[src/rtl/apu_frame_sequencer.sv]
// ---------------------------------------------------------------------------
// apu_frame_sequencer
// APU frame sequencer. A divider produces a step tick every STEP_DIV clocks.
// The step index walks a 4-step or 5-step sequence. Each tick can emit a
// quarter-frame pulse, a half-frame pulse and the frame interrupt.
//
// Ports
//   clk          APU clock, rising-edge active
//   reset        synchronous active-high reset
//   mode_wr      one-cycle strobe, writes mode_data to the mode register
//   mode_data    [7] 5-step mode, [6] IRQ inhibit, [5:0] ignored
//   irq_ack      one-cycle strobe, clears irq
//   enable_240hz registered quarter-frame pulse (envelopes, linear counter)
//   enable_120hz registered half-frame pulse (length counters, sweeps)
//   irq          registered frame-interrupt level
//   step         current sequencer step index
// ---------------------------------------------------------------------------
module apu_frame_sequencer #(
    parameter int unsigned CLKRATE  = 1_790_000,
    parameter int unsigned STEPRATE = 240
) (
    input  logic       clk,
    input  logic       reset,
    input  logic       mode_wr,
    input  logic [7:0] mode_data,
    input  logic       irq_ack,
    output logic       enable_240hz,
    output logic       enable_120hz,
    output logic       irq,
    output logic [2:0] step
);

    localparam int unsigned STEP_DIV = CLKRATE / STEPRATE;
    localparam int unsigned CNT_W    = (STEP_DIV > 1) ? $clog2(STEP_DIV) : 1;
    localparam logic [CNT_W-1:0] CNT_MAX = CNT_W'(STEP_DIV - 1);

    typedef enum logic {
        SEQ_4STEP = 1'b0,
        SEQ_5STEP = 1'b1
    } seq_mode_e;

    typedef enum logic [2:0] {
        STEP_0 = 3'd0,
        STEP_1 = 3'd1,
        STEP_2 = 3'd2,
        STEP_3 = 3'd3,
        STEP_4 = 3'd4
    } step_e;

    logic [CNT_W-1:0] cnt_q, cnt_nxt;
    step_e            step_q, step_nxt;
    seq_mode_e        mode_q, mode_nxt;
    logic             inhibit_q, inhibit_nxt;
    logic             irq_nxt;
    logic             quarter_nxt, half_nxt;
    logic             tick_c;
    logic             mode_data_unused;

    // Low mode bits carry no meaning for the sequencer.
    assign mode_data_unused = ^mode_data[5:0];

    assign step = step_q;

    // A mode write in the same cycle as the divider terminal count swallows the tick.
    assign tick_c = (cnt_q == CNT_MAX) && !mode_wr;

    // State register.
    always_ff @(posedge clk) begin
        if (reset) begin
            cnt_q        <= '0;
            step_q       <= STEP_0;
            mode_q       <= SEQ_4STEP;
            inhibit_q    <= 1'b0;
            irq          <= 1'b0;
            enable_240hz <= 1'b0;
            enable_120hz <= 1'b0;
        end else begin
            cnt_q        <= cnt_nxt;
            step_q       <= step_nxt;
            mode_q       <= mode_nxt;
            inhibit_q    <= inhibit_nxt;
            irq          <= irq_nxt;
            enable_240hz <= quarter_nxt;
            enable_120hz <= half_nxt;
        end
    end

    // Next-state and pulse decode.
    always_comb begin
        cnt_nxt     = (cnt_q == CNT_MAX) ? '0 : cnt_q + CNT_W'(1);
        step_nxt    = step_q;
        mode_nxt    = mode_q;
        inhibit_nxt = inhibit_q;
        irq_nxt     = irq;
        quarter_nxt = 1'b0;
        half_nxt    = 1'b0;

        // The acknowledge is applied first so a coincident step-3 set overrides it.
        if (irq_ack) begin
            irq_nxt = 1'b0;
        end

        if (mode_wr) begin
            mode_nxt    = seq_mode_e'(mode_data[7]);
            inhibit_nxt = mode_data[6];
            cnt_nxt     = '0;
            step_nxt    = STEP_0;
            if (mode_data[7]) begin
                quarter_nxt = 1'b1;
                half_nxt    = 1'b1;
            end
            if (mode_data[6]) begin
                irq_nxt = 1'b0;
            end
        end else if (tick_c) begin
            case (step_q)
                STEP_0: begin
                    quarter_nxt = 1'b1;
                    step_nxt    = STEP_1;
                end
                STEP_1: begin
                    quarter_nxt = 1'b1;
                    half_nxt    = 1'b1;
                    step_nxt    = STEP_2;
                end
                STEP_2: begin
                    quarter_nxt = 1'b1;
                    step_nxt    = STEP_3;
                end
                STEP_3: begin
                    // 5-step mode inserts a silent step here.
                    if (mode_q == SEQ_5STEP) begin
                        step_nxt = STEP_4;
                    end else begin
                        quarter_nxt = 1'b1;
                        half_nxt    = 1'b1;
                        step_nxt    = STEP_0;
                        if (!inhibit_q) begin
                            irq_nxt = 1'b1;
                        end
                    end
                end
                STEP_4: begin
                    quarter_nxt = 1'b1;
                    half_nxt    = 1'b1;
                    step_nxt    = STEP_0;
                end
                default: begin
                    step_nxt = STEP_0;
                end
            endcase
        end
    end

endmodule

[config.mk]
export PLATFORM = sky130hd
export DESIGN_NAME = apu_frame_sequencer
export DESIGN_NICKNAME = d
export VERILOG_FILES = /design/src/rtl/apu_frame_sequencer.sv
export SDC_FILE = /design/constraint.sdc
export NUM_CORES = 1
export LEC_CHECK = 0
export CORE_MARGIN = 4
export CORE_UTILIZATION = 50
export CTS_CLUSTER_DIAMETER = 30
export CTS_CLUSTER_SIZE = 20
export DETAILED_ROUTE_END_ITERATION = 16
export HOLD_SLACK_MARGIN = 0.12
export PLACE_DENSITY = 0.76
export SYNTH_ARGS = -nofsm -noshare
export SYNTH_HDL_FRONTEND = slang
export SYNTH_SLANG_ARGS = --single-unit
[constraint.sdc]
create_clock -name clk -period 1.85 [get_ports clk]
set_clock_uncertainty 0.15 [all_clocks]
set_input_delay 0.37 -clock clk [delete_from_list [all_inputs] [get_ports clk]]
set_output_delay 0.37 -clock clk [all_outputs]
set_load 0.01 [all_outputs]
==> run_results.csv <==
group,metric,value,unit
outcome,status,"finished clean",
place,io_buffers,11,
clocking,cts.path.max_buffers,2,
power_and_ir_drop,p_seq_share,64.7,%
critical_path,slowest_stage,"clkdlybuf4s50_1",
yosys,netlist_instances,104,
power_and_ir_drop,internal_power,0.5642,mW
critical_path,max_stage_delay,0.56,ns
layout,num-nets-final,133,
layout,final_common_cell,"nor2_1",
power_and_ir_drop,power,0.7160,mW
yosys,synth-edff-count,0,
sta,finalSetupTns,0,ns
clocking,postCtsHoldBufs,0,
clocking,clock_tree.root_cell,"clkbuf_4",
critical_path,crit_path_max_fanout,8,
global_routing,grt_pass1_wl,3077,um
sta,finalMaxSlewViolations,0,
die,start_util,52.42,%
clocking,clkLatencyLatePin,0.29,ns
clocking,cts_sinks,21,
drt,drt_iter0_drc,24,
yosys,ys_seq_elements,21,
yosys,synth_area,1028,sq um
critical_path,critPathKind,"flop to output port",
die,io_pins,18,
yosys,synth-main-ff-cell,"dfxtp_1",
drt,vias_per_cell,5.228,
die,fp.coreArea,1962,sq um
global_routing,grt_max_degree,14,
layout,drive_gt1_share,16.10,%
sta,tightest_slew,0.3330,ns
clocking,cts_buffers,3,
sta,setup-violations-final,0,
yosys,ys_async_sr_fraction,0,%
yosys,syn_avg_cell_area,9.889,sq um
power_and_ir_drop,comb_power_share,5.9,%
power_and_ir_drop,p_per_area,597.3,nW/um^2
power_and_ir_drop,p_sw_share,21.20,%
critical_path,cp.required,1.33,ns
die,die_w,53.36,um
critical_path,cp_cell_sequence,"clkdlybuf4s50_1",
yosys,synth_cell_types,36,
global_routing,antenna_found_initial,0,
drt,routed_wl,1801,um
drt,post-route-drc-count,0,
min_path,hold_class,"flop to flop",
sta,period_share,97.33,%
layout,fillCellCount,182,
yosys,yosysSeqAreaShare,40.88,%
layout,seq_area,424.2,sq um
power_and_ir_drop,ir_worst_vdd,0.3929,mV
sta,finalHoldViolCount,0,
yosys,yosys-top-cells-area,"dfxtp_1, xnor2_1, nor2_1",
place,dp_hpwl,1387,um
sta,fin_crit,1.801,ns
die,dieArea,2847,sq um
flow_run,cap_violations,0,
global_routing,grt_pass1_vias,718,
critical_path,critical_path_buf_inv_count,1,
clocking,clk_pin_slew,0.11,ns
drt,wl_per_cell,12.42,um
clocking,htree_levels,1,
die,die_height,53.36,um
power_and_ir_drop,pwr-share-clk,29.4,%
yosys,ys_warn_count,0,
clocking,cts_tree,"yes",
sta,max_freq,555.4,MHz
layout,final_cell_mix,"nor2_1, dfxtp_1, clkdlybuf4s50_1, xnor2_1, nand2_1",
sta,rsz0062_at_grt,"no",
critical_path,cp.arrival,1.28,ns
yosys,synth_top_area_cell,"dfxtp_1",
layout,diodes,0,
yosys,syn_nets,118,
layout,multi_input_area,578.1,sq um
power_and_ir_drop,p_switching,0.1518,mW
critical_path,worstSetupEndpointType,"output port",
power_and_ir_drop,leakagePower,0.4044,nW
drt,ant_nets,0,
sta,relSlewSlack,77.77,%
global_routing,grt.overflow.total,0,
layout,area_delta_synth_final,16.55,%
place,gp_congestion,0.8074,
drt,num_vias,758,
global_routing,grt_use_total,14.80,%
drt,firstDrtPassIters,4,
critical_path,crit_family,"buffers and inverters",
yosys,yosys.area.top_type_share,40.88,%
critical_path,startpoint_type,"flop",
die,num_rows,16,
power by group through the flow:
stage	Combinational, mW	Sequential (mW)	Clock, mW
3_5_place_dp	0.0425	0.474	0
6_report	0.0425	0.463	0.210
4_1_cts	0.0426	0.463	0.222
5_1_grt	0.0476	0.464	0.243
2_1_floorplan	0.0228	0.474	0
3_3_place_gp	0.0414	0.473	0
state kept, by name, summed over array words and instances, names as in the netlist:
signal / cells
step: 3
mode_q: 1
enable_120hz: 1
cnt_q: 13
enable_240hz: 1
inhibit_q: 1
irq: 1
stage by stage:
step / cell area [sq um] / utilization, % / cells / setup slack, ns / hold WS (ns)
floorplan: 1028 / - / 104 / 0.4005 / 0.2935
global placement: 1169 / 59.57 / 141 / 0.09015 / 0.3053
detailed placement: 1169 / 59.57 / 141 / 0.07695 / 0.3234
CTS: 1197 / 61.03 / 145 / 0.03031 / 0.3396
global route: 1199 / 61.10 / 145 / 0.004520 / 0.3749
finish: 1199 / 61.10 / 145 / 0.04937 / 0.3373
cells by family (layout without fill, tap and decap cells):
kind of cell | count (synthesis) | count (layout) | synth area share (%)
adder cells (fa/ha/maj) | 2 | 2 | 2.433
XOR/XNOR | 12 | 12 | 10.22
multiplexers | 3 | 3 | 2.920
AO/OA/AOI/OAI | 9 | 9 | 7.057
flip-flops | 21 | 21 | 40.88
AND/OR/NAND/NOR | 51 | 51 | 33.58
buffers and inverters | 6 | 20 | 2.919
metal layers:
metal	vias to the layer above	share of wire, %	GRT usage, %	routed length (um)
li1	386	-	-	-
met1	349	46	19.39	821
met2	21	47	22.24	854
met3	2	5.9	2.817	106
met4	0	1.1	8.511	19
met5	-	0	0	0
cell usage after synthesis (all sizes together) (2+ instances only):
cell type   n
a21oi       2
nand2       6
xor2        2
nand3       6
nor4        3
dfxtp      21
buf         2
nor3        4
nand3b      3
nand4       2
inv         3
ha          2
xnor2      10
nand2b      2
mux2i       3
nor2       21
layout make-up:
cell class | count | share of cell area, %
Clock buffer | 4 | 2.192
Sequential cell | 21 | 35.39
Tap cell | 27 | 2.818
Timing Repair Buffer | 13 | 10.44
Inverter | 3 | 0.9395
Multi-Input combinational cell | 77 | 48.23
what timing repair did:
| action | 4_1_cts | 5_1_grt |
|---|---|---|
| hold endpoints to repair | 0 | 0 |
| setup buffers | 0 | 0 |
| resized for setup | 2 | 1 |
| setup endpoints to repair | 2 | 1 |
path summary, 6_finish.rpt:
kind | end | slack, ns | start | cells after the start
setup / recovery | step[0] | 0.05 | step[0] | 1
hold / removal | cnt_q[0] | 0.34 | cnt_q[0] | 1
setup reg to reg | cnt_q[2] | 0.23 | cnt_q[0] | 5
hold reg to reg | cnt_q[0] | 0.34 | cnt_q[0] | 1
(Power assumes the default switching activity.)
==> RTL change 1: new RTL, same flow settings <==
The parameter `STEPRATE` goes from 240 to 360.
--- a/src/rtl/apu_frame_sequencer.sv
+++ b/src/rtl/apu_frame_sequencer.sv
@@ -17,7 +17,7 @@
 // ---------------------------------------------------------------------------
 module apu_frame_sequencer #(
     parameter int unsigned CLKRATE  = 1_790_000,
-    parameter int unsigned STEPRATE = 240
+    parameter int unsigned STEPRATE = 360
 ) (
     input  logic       clk,
     input  logic       reset,
Formal check against the unedited RTL: same outputs for any inputs over 10 cycles, from zero or initial values and one cycle with reset high; that may be too few to reach the edited logic, so the function may still have changed.
==> RTL change 1 against the unedited design <==
  * Critical path depth increased by 4
  * Clock power grew 8%
  * Die area fell by 1.8%
  * Total power grew 3.2%
  * Setup slack improved by 0.022 ns
  * Sequential power is essentially flat
  * Sequential cell count did not move
  * Cell area rose by 8.0%
  * Fmax increased by 1.2%
  * Routed wire length increased by 27%
  * Synthesized cell count increased by 7.7%
  * Area after synthesis decreased by 2.1%
==> RTL change 1: results (changes against the unedited design) <==
| Metric | Value |
|---|---|
| Routability cong. | 0.886 (+9.7%) |
| Cell variety after synth | 31 (-14%) |
| First-pass GRT wire length | 3.77 mm (+23%) |
| Slowest CP cell | or4bb_4 |
| Pleak | 0.000452 µW (+12%) |
| Largest net degree at the start of global routing | 12 (-2) |
| Syn Inst Count | 112 (+7.7%) |
| Mapped Nets | 125 (+5.9%) |
| Met2 Usage GRT | 29.5% (+7.3 points) |
| Finished Layout Cells | 166 (+14%) |
| Met2 routed WL | 1.08 mm (+27%) |
| Setup Slack @ Placement | 0.00866 ns (-0.0683 ns) |
| Layout cells sized above 1 | 20.6% (+4.5 points) |
| Peak VDD IR | 0.000442 V (+12%) |
| Worst-skew pair later-pin latency | 0.31 ns (+0.02 ns) |
| Crit path DAT | 1.84 ns (+0.56 ns) |
| Post-DP HPWL | 1.74 mm (+26%) |
| Sequential fraction of the synthesis area | 41.7% (+0.86 points) |
| Post-Place Cell Area | 0.00125 mm² (+7.3%) |
| Net count, final | 155 (+17%) |
| Vias in the first global route | 878 (+22%) |
| M1 wire length | 1.06 mm (+29%) |
| DR vias | 957 (+26%) |
| Top delay family on crit path | simple AND/OR/NAND/NOR gates |
| Gr usage total | 19.2% (+4.4 points) |
| Met1 usage | 24.2% (+4.8 points) |
| Run status | completed |
| Main area contributors after synthesis | dfxtp_1 42%, a21oi_1 6.0%, nand2_1 4.1%, nand4_1 3.7%, o31ai_1 3.7% |
| Met3 usage | 5.07% (+2.3 points) |
[RTL change 1: cell types whose count changed after synthesis, sizes merged, moves of 2 or more]
cell,delta
nor2,-14
a21oi,+10
xnor2,-8
nand2,+5
nand4,+4
nor3,-4
o31ai,+4
or4,+4
nand3b,-3
nor4,-3
or3,+3
o21ai,+2
o22ai,+2
[RTL change 1: cells by family after synthesis]
| family | after synthesis | synth area share [%] |
|---|---|---|
| compound gates | 27 | 18.4 |
| flops | 21 | 41.7 |
| mux | 2 | 1.99 |
| xor+xnor | 4 | 3.48 |
| fa+ha+maj | 1 | 1.24 |
| buf+inv | 7 | 4.10 |
| simple gates | 50 | 29.1 |
[RTL change 1: cell type report]
| cell class | count | area (µm²) |
|---|---|---|
| multi-input cells | 84 | 549 |
| fillers | 144 | 526 |
| flip-flops and latches | 21 | 428 |
| repair buffers | 29 | 249 |
| well taps | 25 | 31.3 |
| clock buffers | 4 | 26.3 |
| inverters | 3 | 11.3 |
[RTL change 1: path summary, 6_finish.rpt]
path                                  to      start  depth (start not counted)  slack (ns)
worst max-delay path            cnt_q[4]   cnt_q[0]                          5        0.07
worst min-delay path                 irq  inhibit_q                          1        0.32
worst max register to register  cnt_q[4]   cnt_q[0]                          5        0.07
worst min register to register       irq  inhibit_q                          1        0.32
[RTL change 1: per-stage QoR]
stage | utilization [%] | hold slack (ns) | setup TNS (ns)
final | 71.1 | 0.319 | 0
after global routing | 71.1 | 0.341 | -0.183
after global placement | 68.9 | 0.297 | 0
after floorplan | - | 0.270 | 0
after CTS | 70.4 | 0.319 | 0
after detailed placement | 68.9 | 0.302 | 0
[RTL change 1: where the power goes]
part           switching, µW  total, µW  internal, µW
Sequential              4.52        462           457
Clock                    142        226          84.3
Combinational           21.7       51.6          29.9
Total                    168        739           571
==> RTL change 2: new RTL, config.mk and constraints unchanged <==
Without the edit above. Register the output `irq` once more; this adds one clock of latency there. The other outputs are not delayed to match. Comments in the files are not updated.
--- a/src/rtl/apu_frame_sequencer.sv
+++ b/src/rtl/apu_frame_sequencer.sv
@@ -47,6 +47,8 @@
         STEP_4 = 3'd4
     } step_e;
 
+    logic irq_s0;
+
     logic [CNT_W-1:0] cnt_q, cnt_nxt;
     step_e            step_q, step_nxt;
     seq_mode_e        mode_q, mode_nxt;
@@ -71,7 +73,7 @@
             step_q       <= STEP_0;
             mode_q       <= SEQ_4STEP;
             inhibit_q    <= 1'b0;
-            irq          <= 1'b0;
+            irq_s0       <= 1'b0;
             enable_240hz <= 1'b0;
             enable_120hz <= 1'b0;
         end else begin
@@ -79,7 +81,7 @@
             step_q       <= step_nxt;
             mode_q       <= mode_nxt;
             inhibit_q    <= inhibit_nxt;
-            irq          <= irq_nxt;
+            irq_s0       <= irq_nxt;
             enable_240hz <= quarter_nxt;
             enable_120hz <= half_nxt;
         end
@@ -91,7 +93,7 @@
         step_nxt    = step_q;
         mode_nxt    = mode_q;
         inhibit_nxt = inhibit_q;
-        irq_nxt     = irq;
+        irq_nxt     = irq_s0;
         quarter_nxt = 1'b0;
         half_nxt    = 1'b0;
 
@@ -152,5 +154,9 @@
         end
     end
 
+    always_ff @(posedge clk) begin
+        irq <= irq_s0;
+    end
+
 endmodule
 
Check against the original RTL: no difference found for any inputs over 10 cycles, from zero or initial values and one cycle with reset high; that may be too few to reach the edited logic, so the function may still have changed.
==> RTL change 2 against the unedited design <==
  * Routed wire length is 3.1% lower
  * First-iteration DRC count is 25% higher
  * Area after synthesis is 5.0% lower
  * Sequential cell count is 1 higher
  * Cell area is 1.6% lower
  * Total power is 9.2% higher
  * Setup slack better by 0.0098 ns
  * Fmax is 0.55% higher
  * Critical path type unchanged
  * Largest cell class unchanged
==> RTL change 2: results (changes against the unedited design) <==
| Metric | Value |
|---|---|
| Run status | completed |
| Fillcell total | 155 (-15%) |
| Reg-to-Reg End | irq_s0 |
| Hold_ws | 0.208 ns (-0.129 ns) |
| Worst r2r path cells | 6 (+1) |
| Main area contributors after synthesis | dfxtp_1 45%, nor2_1 8.1%, xnor2_1 7.2%, nand3_1 3.6%, a21oi_1 3.1% |
| DR vias | 770 (+1.6%) |
| Seq. cell area | 452 µm² (+6.5%) |
| Layout cells sized above 1 | 13.7% (-2.4 points) |
| Tmin final | 1.79 ns (-0.00976 ns) |
| CTS root buf | clkbuf_4 |
| Vias per inst | 5.17 (-1.1%) |
| Cell variety after synth | 30 (-17%) |
| Setup Slack @ Placement | -0.0636 ns (-0.141 ns) |
| Crit Reg-Reg Startpoint | cnt_q[1] |
| Post-DP HPWL | 1.33 mm (-4.4%) |
| Post-Place Cell Area | 0.00113 mm² (-3.4%) |
| Slew headroom | 71.6% (-6.1 points) |
| Net Switching | 162 µW (+6.6%) |
| First-pass GRT wire length | 3.14 mm (+2.0%) |
| Hold path cells | 0 (-1) |
| Routability cong. | 0.835 (+3.4%) |
| Sequential fraction of the synthesis area | 45.1% (+4.2 points) |
| Mapped Nets | 122 (+3.4%) |
| TritonRoute pass-1 iters | 4 (unchanged) |
| Register-to-Register Setup Slack | 0.12 ns (-0.11 ns) |
| CTS resizes | 3 (+1) |
| HP Start | irq_s0 |
| CP peak stage delay | 0.56 ns (about the same) |
| Mux contribution to synthesized area | 3.07% (+0.15 points) |
| Syn Inst Count | 108 (+3.8%) |
| XOR/XNOR share of the synthesized area | 9.86% (-0.36 points) |
| Peak VDD IR | 0.000397 V (+1.1%) |
| Largest net degree at the start of global routing | 14 (unchanged) |
| Adder-Cell Fraction of Synth Area | 2.56% (+0.13 points) |
| Placed cells | 145 (+2.8%) |
| Gr usage total | 15.3% (+0.54 points) |
| Crit path DAT | about 1.3 ns |
| Post-synth top cells | 22 x dfxtp_1, 21 x nor2_1, 8 x xnor2_1 |
| Net count, final | 139 (+4.5%) |
| Iteration-0 DRC count of the detailed router | 30 (+25%) |
| Vias in the first global route | 733 (+2.1%) |
| Hold worst-path end | irq |
==> RTL change 2: power groups by stage <==
stage | clock [µW] | combinational (µW) | sequential [µW]
3_3_place_gp | 0 | 39.8 | 495
3_5_place_dp | 0 | 40.6 | 495
6_report | 259 | 41.1 | 482
4_1_cts | 268 | 40.9 | 484
2_1_floorplan | 0 | 14.9 | 495
5_1_grt | 287 | 44.9 | 483
==> RTL change 2: metal layers <==
layer / vias up / global-route usage, % / wire (µm)
li1: 401 / - / -
met1: 348 / 21.3 / 866
met2: 17 / 23.4 / 792
met3: 4 / 3.42 / 70
met4: 0 / 5.11 / 15
met5: - / 0 / 0
==> RTL change 2: layout make-up <==
cell class / count / share of cell area (%)
Multi-Input combinational cell: 79 / 42.8
Timing Repair Buffer: 15 / 11.9
Clock buffer: 4 / 3.08
Tap cell: 25 / 2.65
Inverter: 4 / 1.27
Sequential cell: 22 / 38.3
